**src/rtl/aig_sweep_pkg.sv**
```systemverilog
// rtl/aig_sweep_pkg.sv - shared types and MISR constants for the sweep equivalence sequencer
// Configuration macro used by the bundle: AIG_SWEEP_MISR_EN
package aig_sweep_pkg;

    typedef enum logic [1:0] {
        ST_IDLE   = 2'd0,
        ST_SETTLE = 2'd1,
        ST_SAMPLE = 2'd2,
        ST_DONE   = 2'd3
    } state_t;

    localparam int              MISR_W    = 16;
    localparam logic [MISR_W-1:0] MISR_POLY = 16'h1021;
    localparam logic [MISR_W-1:0] MISR_SEED = 16'hFFFF;

    function automatic logic [MISR_W-1:0] misr_next(input logic [MISR_W-1:0] sig,
                                                   input logic [MISR_W-1:0] din);
        return {sig[MISR_W-2:0], 1'b0} ^ (sig[MISR_W-1] ? MISR_POLY : '0) ^ din;
    endfunction

endpackage

```
**src/rtl/aig_sweep_misr.sv**
```systemverilog
// rtl/aig_sweep_misr.sv - 16-bit MISR compacting golden netlist outputs
// Instantiated only when AIG_SWEEP_MISR_EN is defined
module aig_sweep_misr
    import aig_sweep_pkg::*;
#(
    parameter int N_OUT = 6
)(
    input  logic              clk,
    input  logic              rst,
    input  logic              load,
    input  logic              step,
    input  logic [N_OUT-1:0]  din,
    output logic [MISR_W-1:0] sig
);

    logic [MISR_W-1:0] r_sig;
    logic [MISR_W-1:0] w_din;

    assign w_din = MISR_W'(din);

    always_ff @(posedge clk) begin
        if (rst || load) begin
            r_sig <= MISR_SEED;
        end else if (step) begin
            r_sig <= misr_next(r_sig, w_din);
        end
    end

    assign sig = r_sig;

endmodule

```
**src/rtl/aig_sweep_equiv_ctrl.sv**
```systemverilog
// rtl/aig_sweep_equiv_ctrl.sv - exhaustive input sweep comparing two netlists' outputs
// Optional output signature MISR: AIG_SWEEP_MISR_EN
module aig_sweep_equiv_ctrl
    import aig_sweep_pkg::*;
#(
    parameter int N_IN             = 9,
    parameter int N_OUT            = 6,
    parameter int SETTLE_CYCLES    = 1,
    parameter int STOP_ON_MISMATCH = 0
)(
    input  logic              clk,
    input  logic              rst,
    input  logic              start,
    input  logic              abort,
    output logic [N_IN-1:0]   vec_o,
    input  logic [N_OUT-1:0]  f_a_i,
    input  logic [N_OUT-1:0]  f_b_i,
    output logic              busy,
    output logic              done,
    output logic              pass,
    output logic [N_IN:0]     mismatch_cnt,
    output logic              first_fail_vld,
    output logic [N_IN-1:0]   first_fail_vec,
    output logic [MISR_W-1:0] signature
);

    localparam int         CNT_W         = N_IN + 1;
    localparam logic [3:0] SETTLE_RELOAD = 4'(SETTLE_CYCLES - 1);

    state_t            r_state;
    logic [N_IN-1:0]   r_vec;
    logic [3:0]        r_settle;
    logic              r_busy;
    logic              r_done;
    logic              r_pass;
    logic [N_IN:0]     r_cnt;
    logic              r_ff_vld;
    logic [N_IN-1:0]   r_ff_vec;

    logic              w_start_ok;
    logic              w_mis;
    logic              w_stop;
    logic [N_IN:0]     w_cnt_sample;

    assign w_start_ok   = start && !abort;
    assign w_mis        = (f_a_i != f_b_i);
    assign w_stop       = (&r_vec) || ((STOP_ON_MISMATCH != 0) && w_mis);
    // Count including the vector being sampled, so pass reflects the final SAMPLE too
    assign w_cnt_sample = r_cnt + CNT_W'(w_mis);

    always_ff @(posedge clk) begin
        if (rst) begin
            r_state  <= ST_IDLE;
            r_vec    <= '0;
            r_settle <= '0;
            r_busy   <= 1'b0;
            r_done   <= 1'b0;
            r_pass   <= 1'b0;
            r_cnt    <= '0;
            r_ff_vld <= 1'b0;
            r_ff_vec <= '0;
        end else begin
            r_done <= 1'b0;
            case (r_state)
                ST_IDLE: begin
                    if (w_start_ok) begin
                        r_state  <= ST_SETTLE;
                        r_vec    <= '0;
                        r_cnt    <= '0;
                        r_ff_vld <= 1'b0;
                        r_pass   <= 1'b0;
                        r_settle <= SETTLE_RELOAD;
                        r_busy   <= 1'b1;
                    end
                end
                ST_SETTLE: begin
                    if (abort) begin
                        r_state <= ST_IDLE;
                        r_busy  <= 1'b0;
                        r_pass  <= 1'b0;
                    end else if (r_settle == 4'd0) begin
                        r_state <= ST_SAMPLE;
                    end else begin
                        r_settle <= r_settle - 4'd1;
                    end
                end
                ST_SAMPLE: begin
                    if (abort) begin
                        r_state <= ST_IDLE;
                        r_busy  <= 1'b0;
                        r_pass  <= 1'b0;
                    end else begin
                        r_cnt <= w_cnt_sample;
                        if (w_mis && !r_ff_vld) begin
                            r_ff_vld <= 1'b1;
                            r_ff_vec <= r_vec;
                        end
                        if (w_stop) begin
                            r_state <= ST_DONE;
                            r_busy  <= 1'b0;
                            r_done  <= 1'b1;
                            r_pass  <= (w_cnt_sample == '0);
                        end else begin
                            r_state  <= ST_SETTLE;
                            r_vec    <= r_vec + N_IN'(1);
                            r_settle <= SETTLE_RELOAD;
                        end
                    end
                end
                ST_DONE: begin
                    r_state <= ST_IDLE;
                end
                default: begin
                    r_state <= ST_IDLE;
                    r_busy  <= 1'b0;
                end
            endcase
        end
    end

    assign vec_o          = r_vec;
    assign busy           = r_busy;
    assign done           = r_done;
    assign pass           = r_pass;
    assign mismatch_cnt   = r_cnt;
    assign first_fail_vld = r_ff_vld;
    assign first_fail_vec = r_ff_vec;

`ifdef AIG_SWEEP_MISR_EN
    logic w_misr_load;
    logic w_misr_step;

    assign w_misr_load = (r_state == ST_IDLE) && w_start_ok;
    assign w_misr_step = (r_state == ST_SAMPLE) && !abort;

    aig_sweep_misr #(
        .N_OUT (N_OUT)
    ) u_misr (
        .clk  (clk),
        .rst  (rst),
        .load (w_misr_load),
        .step (w_misr_step),
        .din  (f_a_i),
        .sig  (signature)
    );
`else
    assign signature = '0;
`endif

endmodule
```
**config.mk**
```make
export PLATFORM = sky130hd
export DESIGN_NAME = aig_sweep_equiv_ctrl
export DESIGN_NICKNAME = d
export VERILOG_FILES = /design/src/rtl/aig_sweep_pkg.sv /design/src/rtl/aig_sweep_misr.sv /design/src/rtl/aig_sweep_equiv_ctrl.sv
export SDC_FILE = /design/constraint.sdc
export NUM_CORES = 1
export LEC_CHECK = 0
export CAP_MARGIN = 20
export CORE_ASPECT_RATIO = 1.4
export CORE_MARGIN = 2
export CORE_UTILIZATION = 50
export CTS_CLUSTER_SIZE = 25
export DETAILED_ROUTE_END_ITERATION = 6
export PLACE_DENSITY = 0.84
export SYNTH_ARGS = -nofsm -noshare
export SYNTH_HDL_FRONTEND = slang
export SYNTH_SLANG_ARGS = --single-unit
```
**constraint.sdc**
```tcl
create_clock -name clk -period 3.7 [get_ports clk]
set_input_delay 0.555 -clock clk [delete_from_list [all_inputs] [get_ports clk]]
set_output_delay 0.555 -clock clk [all_outputs]
set_load 0.01 [all_outputs]
```
Word-level counts from Yosys, hierarchy flattened
Cells that the tools add are included.
{"block": "op_classes", "muxes": 32, "order_cmp": 0, "n_mul": 0, "add_sub_neg": 3, "eq_ne": 13, "n_reduce_logical": 18, "div": 0, "n_shift": 0, "n_bitwise": 2}
{"cell": "2-to-1 mux 9 bit", "n": 3}
{"cell": "2-to-1 mux 10 bit", "n": 2}
{"cell": "2-to-1 mux 4 bit", "n": 5}
{"cell": "one-hot mux 10 bit (2 select lines)", "n": 1}
{"cell": "one-hot mux 9 bit (2 select lines)", "n": 1}
{"cell": "inequality test 2 bit (second input constant)", "n": 7}
{"cell": "one-hot mux 4 bit (3 select lines)", "n": 1}
{"cell": "AND reduction 4 bit", "n": 3}
{"cell": "adder 10 x 1 -> 10 bit", "n": 1}
{"cell": "logical NOT 10 bit", "n": 1}
{"cell": "2-to-1 mux 1 bit", "n": 10}
{"cell": "2-to-1 mux 2 bit", "n": 5}
{"cell": "adder 9 x 1 -> 9 bit (second input constant)", "n": 1}
{"cell": "AND reduction 9 bit", "n": 1}
{"cell": "one-hot mux 2 bit (4 select lines)", "n": 1}
{"cell": "inequality test 3 bit (second input constant)", "n": 2}
{"cell": "inequality test 6 bit", "n": 1}
{"cell": "one-hot mux 1 bit (3 select lines)", "n": 2}
{"cell": "AND reduction 3 bit", "n": 2}
{"cell": "AND reduction 6 bit", "n": 1}
{"cell": "== test 2 bit (second input constant)", "n": 2}
{"cell": "logical NOT 4 bit", "n": 1}
{"cell": "subtractor 4 x 1 -> 4 bit (second input constant)", "n": 1}
{"cell": "nonzero test 3 bit", "n": 1}
{"cell": "9 further kinds", "n": 12}
{"block": "totals", "ram_bits": 0, "latchBits": 0, "mem_count": 0, "inputBits": 16, "rom_bits": 0, "ff_bits": 38, "output_inout_bits": 48}

Longest topological paths before layout
Gate-level depths: netlist of the first run.
{"block": "logic_depth", "word_depth": 6, "ltp_mapped": 11}

Least setup slack after synthesis of the first run
No wires, ideal clock.
{"block": "synth_path", "kind": "input port to flip-flop", "startpoint": "input f_b_i[0]", "endpoint": "register r_pass, in the netlist pass", "cell_stages": 11, "slack_ns": 1.117, "t_arrival_ns": 2.496, "cell_sequence": "xnor2_1 -> nand4_1 -> or2_2 -> ha_1 -> ha_1 -> clkbuf_1 -> nand2_1 -> xor2_1 -> a31oi_1 -> or3_1 -> o31ai_1"}
{"block": "synth_via", "elab_chain_cells": 6}
{"item": "from (decl)", "line": "aig_sweep_equiv_ctrl.sv:17", "rtl": "input logic [N_OUT-1:0] f_b_i,"}
{"item": "inequality test 6 bit", "line": "aig_sweep_equiv_ctrl.sv:46", "rtl": "assign w_mis = (f_a_i != f_b_i);"}
{"item": "adder 10 x 1 -> 10 bit", "line": "aig_sweep_equiv_ctrl.sv:49", "rtl": "assign w_cnt_sample = r_cnt + CNT_W'(w_mis);"}
{"item": "logical NOT 10 bit", "line": "aig_sweep_equiv_ctrl.sv:102", "rtl": "r_pass <= (w_cnt_sample == '0);"}
{"item": "2-to-1 mux 1 bit", "line": "aig_sweep_equiv_ctrl.sv:98", "rtl": "if (w_stop) begin"}
{"item": "2-to-1 mux 1 bit", "line": "aig_sweep_equiv_ctrl.sv:88", "rtl": "if (abort) begin"}
{"item": "one-hot mux 1 bit (3 select lines)", "line": "aig_sweep_equiv_ctrl.sv:64", "rtl": "case (r_state)"}
{"item": "to (signal assigned)", "line": "aig_sweep_equiv_ctrl.sv:102"}
{"item": "to (decl)", "line": "aig_sweep_equiv_ctrl.sv:35", "rtl": "logic r_pass;"}
Every way passes these cells. The select of a mux whose other input is x is not followed.
A chain may end at the register's enable or synchronous reset.

Worst setup path after layout of the first run
Ends and elaborated chain as after synthesis.

==> flow_metrics.py, run 1 <==
metrics = {
    "yosys": {
        "post-synth-top-area-cell": "sky130_fd_sc_hd__dfxtp_1",
        "synth_edf_count": 0,
        "postSynthCellCount": 254,
        "yosysUniqueCellTypes": 44,
        "synth.avg_cell_area_um2": 8.46,
        "synth_warnings": 0,
        "netlist.area_leader.share_pct": 35.4,
        "synth.yosys.seq_area_share_pct": 35.4,
        "synthTopCellsByArea": "sky130_fd_sc_hd__dfxtp_1, sky130_fd_sc_hd__buf_4, sky130_fd_sc_hd__mux2i_1, sky130_fd_sc_hd__nor2_1, sky130_fd_sc_hd__ha_1",
        "netlist_area_um2": 2150,
        "asyncSetResetFlopFracSynth_pct": 0,
        "synth-main-ff-cell": "sky130_fd_sc_hd__dfxtp_1",
        "ys_ff_latch": 38,
    },
    "routing": {
        "vias_per_cell": 5.45,
        "routed-wl-met3_um": 265,
        "totalWireLength_mm": 4.62,
        "route.met2.wl_mm": 2.35,
        "routed.top_layer": "met4",
        "met1_length_mm": 1.94,
        "dr.first_iter.drc_count": 109,
        "ant_nets": 0,
        "dr_total_vias": 1865,
        "routed_wl_per_cell_um": 13.5,
        "remaining_drc_errors": 0,
        "firstDrtPassIters": 4,
    },
    "cells_and_area": {
        "layout.nets": 321,
        "layout-area-overhead-vs-synth_pct": 23.1,
        "post-route-util_pct": 63.4,
        "most_frequent_standard_cell_in_the_layout_excluding_fill_and_tap_cells": "sky130_fd_sc_hd__clkdlybuf4s50_1",
        "antennaDiodeCount": 0,
        "layout-drive-gt1-share_pct": 6.06,
        "most-common-layout-cells": "sky130_fd_sc_hd__clkdlybuf4s50_1, sky130_fd_sc_hd__dfxtp_1, sky130_fd_sc_hd__nor2_1",
    },
    "timing": {
        "min_period_ps": 2880,
        "max_slew.worst_pin.slew_ps": 579,
        "maxSlewViolCount": 0,
        "clock_skew_ps": 4.89,
        "setup_viol_count_final": 0,
        "period_share_pct": 77.9,
        "fmax_mhz": 347,
        "max_slew_headroom_at_the_worst_pin_pct": 61.0,
        "report.final.hold_viol_count": 0,
        "grt_setup_unrepaired": "false",
        "timing.setup.tns_ps": 0,
    },
    "pwr": {
        "power.density_nw_per_um2": 361,
        "p_leak_nw": 1.04,
        "peakVddDrop_mv": 0.236,
        "p_total_w": 0.000955,
    },
    "grt": {
        "grt_max_degree": 29,
        "overflow": 0,
        "grt_antenna_before_repair": 0,
        "first_pass_grt_wire_length_mm": 7.74,
        "vias_in_the_first_global_route": 1726,
        "groute.usage.overall_pct": 20.4,
    },
    "critical_path": {
        "worst_ep_arrival_time_ps": 3090,
        "rr_startpoint": "vec_o[0]",
        "timing.critical_path.to_type": "flip-flop",
        "cp-start-kind": "input port",
        "crit_start": "f_b_i[0]",
        "worstPathMaxFanout": 3,
        "required_ps": 3910,
        "path_class": "in -> reg",
    },
    "clock_tree": {
        "clock_tree_buffer_depth": 2,
        "cts_buffers": 5,
        "clock_insertion_delay_worst_skew_ps": 290,
        "cts_htree_levels": 2,
        "number_of_gates_given_a_new_drive_strength_after_cts": 0,
        "root_cell_of_the_clock_tree": "sky130_fd_sc_hd__clkbuf_8",
        "tritoncts": "built",
        "cts.clk_slew.worst_paths_ps": 70,
        "cts_hold_buf": 0,
        "clock_sinks": 38,
        "cts_setup_buffers": 0,
    },
    "floorplan": {
        "starting_utilization_of_the_core_area_pct": 51.6,
        "die_w_um": 59.4,
        "floorplan.rows": 28,
        "die_area_um2": 4850,
        "floorplan.io_pins": 64,
        "core_um2": 4170,
        "die_height_um": 81.6,
    },
    "hold_path": {
        "holdCritPathClass": "reg -> reg",
        "min-delay-start": "busy",
    },
    "placed_design": {
        "port-buffer-count": 47,
        "place_congestion": 0.910,
        "detailedPlacementHpwl_mm": 3.34,
    },
    "outcome": {
        "status": "finished clean",
    },
    "job": {
        "drv_cap": 0,
    },
}
layout make-up:
cell class / instances / area, µm²
fill: 354 / 1520
multi-input combinational: 196 / 1230
sequential: 38 / 761
timing repair buffer: 49 / 485
clock buffer: 7 / 86.3
tap: 45 / 56.3
inverter: 6 / 22.5
clock inverter: 1 / 5.00
cell usage after synthesis, drive strengths merged (8+ instances only):
cell,number
dfxtp,38
nor2,33
buf,23
a21oi,19
nand2,15
mux2i,13
nand3,11
o21ai,11
xnor2,11
ha,9
and3,8
xor2,8
per-stage QoR:
step           hold slack [ps]  cell area, µm²  setup WS [ps]  std cells
2_1_floorplan              481            2210           1120        269
4_1_cts                    468            2650            838        342
5_1_grt                    505            2650            700        342
6_report                   462            2650            819        342
3_3_place_gp               446            2550            655        334
3_5_place_dp               458            2550            550        334
kinds of logic (layout without fill, tap and decap cells):
family / Yosys count / count (layout) / synth area share [%]
XOR/XNOR: 19 / 19 / 7.74
multiplexers: 13 / 13 / 6.23
AND/OR/NAND/NOR: 92 / 92 / 21.4
AO/OA/AOI/OAI: 47 / 47 / 13.8
flip-flops: 38 / 38 / 35.4
buffers and inverters: 35 / 63 / 10.1
other: 1 / 16 / 0.174
adder cells (fa/ha/maj): 9 / 9 / 5.24
worst paths after layout:
check | to | cells past startpoint | slack (ps)
worst max register to register | r_settle[0] | 9 | 1220
worst min register to register | busy | 2 | 460
worst min-delay path | busy | 2 | 460
worst max-delay path | pass | 10 | 820
registers in the layout (all words and copies together) (netlist names):
| signal | flops |
|---|---|
| busy | 1 |
| done | 1 |
| first_fail_vec | 9 |
| first_fail_vld | 1 |
| mismatch_cnt | 10 |
| pass | 1 |
| r_settle | 4 |
| r_state | 2 |
| vec_o | 9 |
critical path, stage by stage:
cell and delay [ps]:
sky130_fd_sc_hd__clkdlybuf4s50_1 410, sky130_fd_sc_hd__xnor2_1 190, sky130_fd_sc_hd__nand4_1 140, sky130_fd_sc_hd__or2_2 330, sky130_fd_sc_hd__ha_1 220, sky130_fd_sc_hd__ha_1 310, sky130_fd_sc_hd__nor4_1 330, sky130_fd_sc_hd__nand3_1 110
sky130_fd_sc_hd__or3_1 310, sky130_fd_sc_hd__o31ai_1 180
layer usage:
layer	global-route usage, %	vias up
met5	0	-
met4	8.64	0
met3	4.57	8
met2	34.9	65
met1	24.1	869
li1	-	923
power by group:
group,internal [W],switching [W],total (W)
clock,0.000150,0.000142,0.000292
combinational,0.000100,0.000117,0.000217
sequential,0.000430,0.0000168,0.000446
Note: power is estimated with default switching activity, not from simulation.
==> run 2: changes to the inputs <==
--- a/config.mk
+++ b/config.mk
@@ -8,10 +8,10 @@
 export CAP_MARGIN = 20
 export CORE_ASPECT_RATIO = 1.4
 export CORE_MARGIN = 2
-export CORE_UTILIZATION = 50
+export CORE_UTILIZATION = 47
 export CTS_CLUSTER_SIZE = 25
 export DETAILED_ROUTE_END_ITERATION = 6
-export PLACE_DENSITY = 0.84
+export PLACE_DENSITY = 0.8
 export SYNTH_ARGS = -nofsm -noshare
 export SYNTH_HDL_FRONTEND = slang
 export SYNTH_SLANG_ARGS = --single-unit
==> constraint.sdc (replaced) <==
create_clock -name clk -period 2.8 [get_ports clk]
set_input_delay 0.42 -clock clk [delete_from_list [all_inputs] [get_ports clk]]
set_output_delay 0.42 -clock clk [all_outputs]
set_load 0.01 [all_outputs]
==> flow_metrics.py, run 2 (synthesized netlist as in run 1, its figures left out) <==
metrics = {
    "critical_path": {
        "rr_startpoint": "vec_o[0]",
        "timing.critical_path.to_type": "flip-flop",
        "cp-start-kind": "input port",
        "worst_ep_arrival_time_ps": 2880,
        "ff2ff_path_depth": 9,
        "worstPathMaxFanout": 5,
        "crit-reg2reg-capture": "r_settle[0]",
        "path_class": "in -> reg",
        "required_ps": 3010,
        "ff2ff_setup_slack_ps": 350,
    },
    "grt": {
        "grt_max_degree": 28,
        "grt_antenna_before_repair": 0,
        "first_pass_grt_wire_length_mm": 7.74,
        "overflow": 0,
        "groute.usage.overall_pct": 19.4,
        "vias_in_the_first_global_route": 1780,
    },
    "placed_design": {
        "port-buffer-count": 47,
        "post-place-ws_ps": -138,
        "detailedPlacementHpwl_mm": 3.38,
        "place_inst": 355,
        "place_congestion": 0.924,
    },
    "clock_tree": {
        "cts_htree_levels": 2,
        "cts_buffers": 5,
        "clock_tree_buffer_depth": 2,
        "cts_setup_buffers": 0,
        "root_cell_of_the_clock_tree": "sky130_fd_sc_hd__clkbuf_8",
        "clock_insertion_delay_worst_skew_ps": 290,
        "tritoncts": "built",
        "cts.clk_slew.worst_paths_ps": 70,
        "clock_sinks": 38,
    },
    "pwr": {
        "power.net_switching_w": 0.000364,
        "netSwitchingFraction_pct": 27.4,
        "internal-power_w": 0.000963,
        "peakVddDrop_mv": 0.304,
        "power.combinational.fraction_pct": 21.4,
        "seq_power_share_pct": 44.3,
        "p_leak_nw": 1.07,
        "pwr-share-clk_pct": 34.3,
        "power.density_nw_per_um2": 487,
    },
    "floorplan": {
        "die_area_um2": 5140,
        "starting_utilization_of_the_core_area_pct": 48.2,
        "floorplan.io_pins": 64,
        "floorplan.rows": 29,
        "die_height_um": 84.0,
        "die_w_um": 61.2,
        "core_um2": 4460,
    },
    "cells_and_area": {
        "layout.nets": 325,
        "most-common-layout-cells": "sky130_fd_sc_hd__clkdlybuf4s50_1, sky130_fd_sc_hd__dfxtp_1, sky130_fd_sc_hd__nor2_1",
        "final_cell_count_no_fill": 363,
        "antennaDiodeCount": 0,
        "layout-area-overhead-vs-synth_pct": 26.8,
        "nFillCells": 407,
        "layout-drive-gt1-share_pct": 8.64,
        "most_frequent_standard_cell_in_the_layout_excluding_fill_and_tap_cells": "sky130_fd_sc_hd__clkdlybuf4s50_1",
        "largest_register_ff_count": 10,
    },
    "hold_path": {
        "hold_depth": 2,
        "min-delay-start": "busy",
        "min_to": "busy",
        "holdCritPathClass": "reg -> reg",
    },
    "routing": {
        "ant_nets": 0,
        "totalWireLength_mm": 4.61,
        "vias_per_cell": 5.24,
        "routed_wl_per_cell_um": 12.7,
        "dr.first_iter.drc_count": 95,
        "firstDrtPassIters": 4,
        "dr_total_vias": 1903,
        "remaining_drc_errors": 0,
    },
    "timing": {
        "min_period_ps": 2670,
        "setup_viol_count_final": 0,
        "grt_setup_unrepaired": "false",
        "max_slew.worst_pin.slew_ps": 548,
        "report.final.hold_viol_count": 0,
        "period_share_pct": 95.2,
        "clock_skew_ps": 5.40,
        "max_slew_headroom_at_the_worst_pin_pct": 63.1,
        "fmax_mhz": 375,
        "maxSlewViolCount": 0,
        "worst_slack_ps": 133,
    },
    "job": {
        "drv_cap": 0,
    },
    "outcome": {
        "status": "finished clean",
    },
}
[run 2: cell count changes in the layout (fill, tap and decap cells not counted), sizes merged]
cell | before | now
buf | 2 | 6
clkbuf | 7 | 5
bufinv | 0 | 1
clkinv | 1 | 2
[run 2: power groups by stage]
stage | Combinational [W] | Clock (W) | Sequential [W]
2_1_floorplan | 0.000224 | 0 | 0.000601
3_3_place_gp | 0.000277 | 0 | 0.000601
3_5_place_dp | 0.000283 | 0 | 0.000601
4_1_cts | 0.000285 | 0.000465 | 0.000589
5_1_grt | 0.000320 | 0.000491 | 0.000593
6_report | 0.000284 | 0.000455 | 0.000589
[run 2: per-layer routing]
layer | routed length [µm] | share of wire [%] | track usage (%)
met1 | 1880 | 41 | 22.9
met2 | 2350 | 51 | 31.5
met3 | 283 | 6.1 | 5.43
met4 | 97 | 2.1 | 8.70
met5 | 0 | 0 | 0
[run 2: layout make-up]
type / count / area (µm²) / area share [%]
multi-input cells: 196 / 1240 / 45.5
well taps: 62 / 77.6 / 2.85
repair buffers: 53 / 515 / 18.9
clock buffers: 5 / 68.8 / 2.53
clock inverters: 3 / 40.0 / 1.47
flip-flops and latches: 38 / 761 / 27.9
inverters: 6 / 22.5 / 0.826
[run 2: metrics by stage]
step / setup TNS [ps] / cell area, µm² / total power [W] / util, % / hold slack, ps
floorplan: 0 / 2210 / 0.000825 / - / 481
global placement: -83.3 / 2610 / 0.000878 / 58.4 / 446
detailed placement: -138 / 2610 / 0.000884 / 58.4 / 454
CTS: 0 / 2710 / 0.00134 / 60.8 / 464
global route: 0 / 2730 / 0.00140 / 61.1 / 490
finish: 0 / 2730 / 0.00133 / 61.1 / 460
[run 2: worst max-delay path by stage]
stage	start	endpoint	slack (ps)
after CTS	f_a_i[2]	pass	60
after floorplan	f_b_i[0]	pass	350
final	f_a_i[2]	pass	130
after detailed placement	f_a_i[2]	pass	-140
after global routing	f_a_i[2]	pass	0.8
after global placement	f_b_i[0]	pass	-80
[run 2: repair_timing]
| item | in CTS | in global routing |
|---|---|---|
| hold endpoints to repair | 0 | 0 |
| endpoints found under the setup margin | 0 | 1 |
| hold buffers | 0 | 0 |
| resized for setup | 0 | 3 |
[run 2: worst max-delay path: stages]
cell and delay (ps):
sky130_fd_sc_hd__clkdlybuf4s50_1 490, sky130_fd_sc_hd__xnor2_1 130, sky130_fd_sc_hd__nand4_1 120, sky130_fd_sc_hd__or2_2 320
sky130_fd_sc_hd__ha_1 220, sky130_fd_sc_hd__ha_2 190, sky130_fd_sc_hd__buf_4 160, sky130_fd_sc_hd__xnor2_1 150
sky130_fd_sc_hd__a21oi_1 100, sky130_fd_sc_hd__or3_1 370, sky130_fd_sc_hd__o31ai_1 210
==> run 3: changes to the inputs <==
--- a/config.mk
+++ b/config.mk
@@ -14,4 +14,5 @@
 export PLACE_DENSITY = 0.8
 export SYNTH_ARGS = -nofsm -noshare
 export SYNTH_HDL_FRONTEND = slang
+export SYNTH_HIERARCHICAL = 1
 export SYNTH_SLANG_ARGS = --single-unit
==> results of run 3 <==
Same layout as run 2: the final DEF is identical, and so are final timing and power.
Main changes from that run: Yosys warning count 0 -> 6
